$ cat config.mk
export PLATFORM = sky130hd
export DESIGN_NAME = serial_adder
export DESIGN_NICKNAME = d
export VERILOG_FILES = /design/src/rtl/serial_adder.sv
export SDC_FILE = /design/constraint.sdc
export NUM_CORES = 1
export LEC_CHECK = 0
export ABC_AREA = 1
export CAP_MARGIN = 30
export CORE_ASPECT_RATIO = 2
export CORE_UTILIZATION = 45
export CTS_CLUSTER_SIZE = 40
export DETAILED_ROUTE_END_ITERATION = 10
export PLACE_DENSITY = 0.68
export SLEW_MARGIN = 20
export SYNTH_ARGS = -nofsm -noshare
export SYNTH_HDL_FRONTEND = slang
export SYNTH_SLANG_ARGS = --single-unit
$ cat constraint.sdc
create_clock -name clk -period 3.2 [get_ports clk]
set_input_delay 0.48 -clock clk [delete_from_list [all_inputs] [get_ports clk]]
set_output_delay 0.48 -clock clk [all_outputs]
set_load 0.05 [all_outputs]
$ cat src/rtl/serial_adder.sv
// serial_adder
//
// Bit-serial WIDTH-bit unsigned adder with carry-in. One full-adder cell and
// a carry flip-flop process one bit per clock, LSB first, so an add takes
// WIDTH clocks instead of a WIDTH-cell ripple chain.
//
// Ports:
//   clk        system clock, rising edge
//   rst_n      asynchronous active-low reset
//   in_valid   operands a, b, c_in are presented
//   in_ready   block accepts operands (IDLE only)
//   a, b       WIDTH-bit unsigned operands
//   c_in       carry into bit 0
//   out_valid  sum / c_out hold a completed result (DONE only)
//   out_ready  consumer takes the result
//   sum        registered (a + b + c_in) mod 2^WIDTH
//   c_out      registered carry out of bit WIDTH-1
module serial_adder #(
    parameter int WIDTH = 8
) (
    input  logic             clk,
    input  logic             rst_n,
    input  logic             in_valid,
    output logic             in_ready,
    input  logic [WIDTH-1:0] a,
    input  logic [WIDTH-1:0] b,
    input  logic             c_in,
    output logic             out_valid,
    input  logic             out_ready,
    output logic [WIDTH-1:0] sum,
    output logic             c_out
);

    localparam int                CNT_W = $clog2(WIDTH + 1);
    localparam logic [CNT_W-1:0] LAST  = CNT_W'(WIDTH - 1);

    typedef enum logic [1:0] {
        IDLE = 2'd0,
        RUN  = 2'd1,
        DONE = 2'd2
    } state_t;

    state_t             r_state;
    state_t             w_state_nxt;

    logic [WIDTH-1:0]   r_a_sr;
    logic [WIDTH-1:0]   r_b_sr;
    logic [WIDTH-1:0]   r_sum_sr;
    logic               r_carry;
    logic [CNT_W-1:0]   r_cnt;
    logic [WIDTH-1:0]   r_sum;
    logic               r_cout;

    logic               w_accept;
    logic               w_last;
    logic               w_fa_sum;
    logic               w_fa_carry;
    logic [WIDTH-1:0]   w_sum_shift;

    assign w_accept = (r_state == IDLE) && in_valid;
    assign w_last   = (r_cnt == LAST);

    // Single full-adder cell working on the current LSBs
    assign w_fa_sum   = r_a_sr[0] ^ r_b_sr[0] ^ r_carry;
    assign w_fa_carry = (r_a_sr[0] & r_b_sr[0]) | (r_a_sr[0] & r_carry) |
                        (r_b_sr[0] & r_carry);

    // Sum bit enters at the MSB so after WIDTH shifts bit 0 sits at index 0.
    // Written as shift-then-overwrite so WIDTH=1 needs no special slice.
    always_comb begin
        w_sum_shift            = r_sum_sr >> 1;
        w_sum_shift[WIDTH-1]   = w_fa_sum;
    end

    always_ff @(posedge clk or negedge rst_n) begin
        if (!rst_n) begin
            r_state <= IDLE;
        end else begin
            r_state <= w_state_nxt;
        end
    end

    always_comb begin
        w_state_nxt = r_state;
        case (r_state)
            IDLE:    if (in_valid)  w_state_nxt = RUN;
            RUN:     if (w_last)    w_state_nxt = DONE;
            DONE:    if (out_ready) w_state_nxt = IDLE;
            default:                w_state_nxt = IDLE;
        endcase
    end

    // Handshake flags come straight from the state register
    assign in_ready  = (r_state == IDLE);
    assign out_valid = (r_state == DONE);

    always_ff @(posedge clk or negedge rst_n) begin
        if (!rst_n) begin
            r_a_sr   <= '0;
            r_b_sr   <= '0;
            r_sum_sr <= '0;
            r_carry  <= 1'b0;
            r_cnt    <= '0;
            r_sum    <= '0;
            r_cout   <= 1'b0;
        end else if (w_accept) begin
            r_a_sr   <= a;
            r_b_sr   <= b;
            r_carry  <= c_in;
            r_cnt    <= '0;
        end else if (r_state == RUN) begin
            r_a_sr   <= r_a_sr >> 1;
            r_b_sr   <= r_b_sr >> 1;
            r_sum_sr <= w_sum_shift;
            r_carry  <= w_fa_carry;
            r_cnt    <= r_cnt + CNT_W'(1);
            // Result registers update only when the last bit is produced,
            // so they hold the previous result through IDLE and RUN.
            if (w_last) begin
                r_sum  <= w_sum_shift;
                r_cout <= w_fa_carry;
            end
        end
    end

    assign sum   = r_sum;
    assign c_out = r_cout;

endmodule

==> flow_metrics.tcl <==
set metrics [dict create \
    cp-startpoint "r_state[0]$_DFFE_PN0P_" \
    setup_tns_ns 0 \
    synth.avg_cell_area_um2 8.791 \
    p_clk_share_pct 16.6 \
    grt_remaining_overflow 0 \
    nNetsFinal 244 \
    final.setup.worst_slack_ns 0.7046 \
    routabilityCongestion 0.7256 \
    clkSinkCount 39 \
    crit_chain "nor2_4, clkdlybuf4s50_1" \
    grt_pass1_wl_mm 5.920 \
    num_rows 31 \
    yosys-mux-area-fraction_pct 0 \
    cp.arrival_ns 2.02 \
    crit_path_end "in_ready" \
    ff2ff_setup_slack_ns 1.58 \
    yosys_warnings 0 \
    seq_power_share_pct 41.8 \
    worst_r2r_path_depth 6 \
    netlist_top_cells_area "dfrtp_1, nand2_1, nand3_1" \
    portBuffers 31 \
    io_pins 32 \
    grt_use_met2_pct 35.84 \
    intPower_uw 1145 \
    final_layout_size_suffix_gt1_share_pct 6.335 \
    clockRootBuffer "clkbuf_8" \
    worst-setup-path-type "flop to output port" \
    syn_area_um2 1670 \
    cp_num_cells 2 \
    drc 0 \
    syn-num-nets 213 \
    startpoint_type "flop" \
    finalHoldViolations 0 \
    regToRegStartpoint "r_state[1]$_DFFE_PN0P_" \
    crit_buf_inv 1 \
    synth-seq-cells 39 \
    synth.most_common_cell "nand2_1" \
    hpwl_mm 2.398 \
    required_ns 2.72 \
    synth_top_family_by_area "simple AND/OR/NAND/NOR gates" \
    slew_headroom_pct 42.98 \
    finClkSkew_ns 0.004733 \
    hold_ws_ns 0.2966 \
    post_dp_cell_area_um2 1994 \
    period_share_pct 77.98 \
    cts_buffers 5 \
    seq_area_frac_synth_pct 58.43 \
    cts.htree.levels 2 \
    clk_pin_slew_ns 0.07 \
    rsz0062_at_grt "false" \
    synthCells 190 \
    drt_iter0_drc 40 \
    status "completed" \
    yosysTopAreaCell "dfrtp_1" \
    synth_compound_area_share_pct 3.446 \
    gr-max-usage-layer "met2" \
    die_area_um2 3974 \
    combPwrFrac_pct 41.6 \
    worst_pin_slew_ns 0.8553 \
    die_height_um 88.16 \
    swShare_pct 42.21 \
    post_cts.repair.setup_buffers 0 \
    grt_use_total_pct 20.52 \
    period_needed_ns 2.495 \
    use_met3_pct 4.948 \
    synth_fa_ha_area_share_pct 1.948 \
    fmax_ghz 0.4007 \
    dr.pass1.iters 4 \
    clock_latency_ns 0.29 \
    start_util_pct 46.81 \
    finalMaxSlewViolations 0 \
    nFillCells 337 \
    syn2layout_area_growth_pct 24.64 \
    path_delay_family "buffers and inverters" \
    antenna_found_initial 0 \
    p_sw_uw 835.9 \
    place_ws_ns 1.033 \
    final_area_um2 2082 \
    grt_max_degree 40 \
    antenna_cells 0 \
    synth_edf_count 0 \
    async_flop_share_pct 100.0 \
    leakage_uw 0.001003 \
    met1_usage_pct 22.97 \
    hold_path.class "input port to async pin" \
    ys_types 18 \
    cts_tree "built" \
    r2r_end "c_out$_DFFE_PN0P_" \
    synth_top_area_share_pct 58.43 \
    power_density_nw_per_um2 951.2 \
    cts_hold_buf 0 \
    cts_resized 0 \
    max_cap_violations 0 \
    drt-vias-per-instance 5.041 \
    synth_simple_gate_area_share_pct 31.84 \
    first_global_vias 1387 \
    netlist_top_cells_count "nand2_1, dfrtp_1, nand3_1, o21ai_0, inv_1" \
    wire_per_inst_um 12.46 \
    max_stage_delay_ns 0.89 \
    ir_drop_uv 559.5 \
    ant_nets 0 \
    crit_path_max_fanout 19 \
    finalSetupViolCount 0 \
    worstSetupEndpointType "output port" \
    wl_mm 3.364 \
    cts_buffer_depth 2 \
    die_x_um 45.08 \
    vias 1361 \
    synth-main-ff-cell "dfrtp_1" \
    cp_slowest_cell "clkdlybuf4s50_1" \
    core_area_um2 3568 \
    synthXorXnorAreaFrac_pct 0 \
]
[routing by layer]
layer | share of wire [%] | routed length (um) | up-vias
met5 | 0 | 0 | -
met4 | 1.9 | 63 | 0
met3 | 3.2 | 109 | 5
met2 | 54 | 1813 | 27
met1 | 41 | 1378 | 657
li1 | - | - | 672
[kinds of logic after synthesis]
family,Yosys count
compound gates,11
simple gates,124
fa+ha+maj,2
flops,39
buf+inv,14
[state kept, by name, summed over array words and instances (netlist names)]
signal / cells
c_out: 1
r_a_sr: 8
r_b_sr: 8
r_carry: 1
r_cnt: 4
r_state: 2
r_sum_sr: 7
sum: 8
[cell usage in the layout (no fill, tap or decap), types with 2 or more instances in the layout]
cell type        netlist  final
nor2_1                 3      3
clkdlybuf4s50_1        0     30
dfrtp_1               39     39
nand2_1               81     81
clkbuf_8               0      6
nand2_2                2      2
o21ai_0                9      9
inv_1                  5      5
nor2_4                 2      2
nand3_1               35     35
[power by group through the flow]
stage	combinational, uW	sequential [uW]	clock [uW]
6_report	824	827	329
5_1_grt	920	850	358
4_1_cts	835	828	338
3_5_place_dp	832	835	0
3_3_place_gp	803	824	0
2_1_floorplan	447	985	0
[worst min-delay path by stage]
stage	from	cells past startpoint	slack, ns	to
after detailed placement	r_sum_sr[1]$_DFFE_PN0P_	2	0.46	sum[0]$_DFFE_PN0P_
after global routing	rst_n	1	0.37	r_a_sr[1]$_DFFE_PN0P_
after CTS	rst_n	1	0.33	r_a_sr[1]$_DFFE_PN0P_
final	rst_n	1	0.30	r_sum_sr[1]$_DFFE_PN0P_
after floorplan	rst_n	0	0.18	c_out$_DFFE_PN0P_
after global placement	r_sum_sr[5]$_DFFE_PN0P_	2	0.45	sum[4]$_DFFE_PN0P_
[through the flow]
step | util [%] | instances | total power (uW)
6_report | 58.35 | 270 | 1980
2_1_floorplan | - | 190 | 1432
5_1_grt | 58.35 | 270 | 2129
3_5_place_dp | 55.89 | 263 | 1668
3_3_place_gp | 55.89 | 263 | 1627
4_1_cts | 58.35 | 270 | 2001
[cell type report]
| type | count | area, um^2 | area share [%] |
|---|---|---|---|
| Timing Repair Buffer | 32 | 312.8 | 15.02 |
| Clock buffer | 6 | 82.58 | 3.966 |
| Multi-Input combinational cell | 137 | 621.8 | 29.87 |
| Sequential cell | 39 | 975.9 | 46.87 |
| Tap cell | 49 | 61.31 | 2.945 |
| Clock inverter | 1 | 5.005 | 0.2404 |
| Inverter | 6 | 22.52 | 1.082 |
No activity file was read; power rests on OpenSTA's default activity.
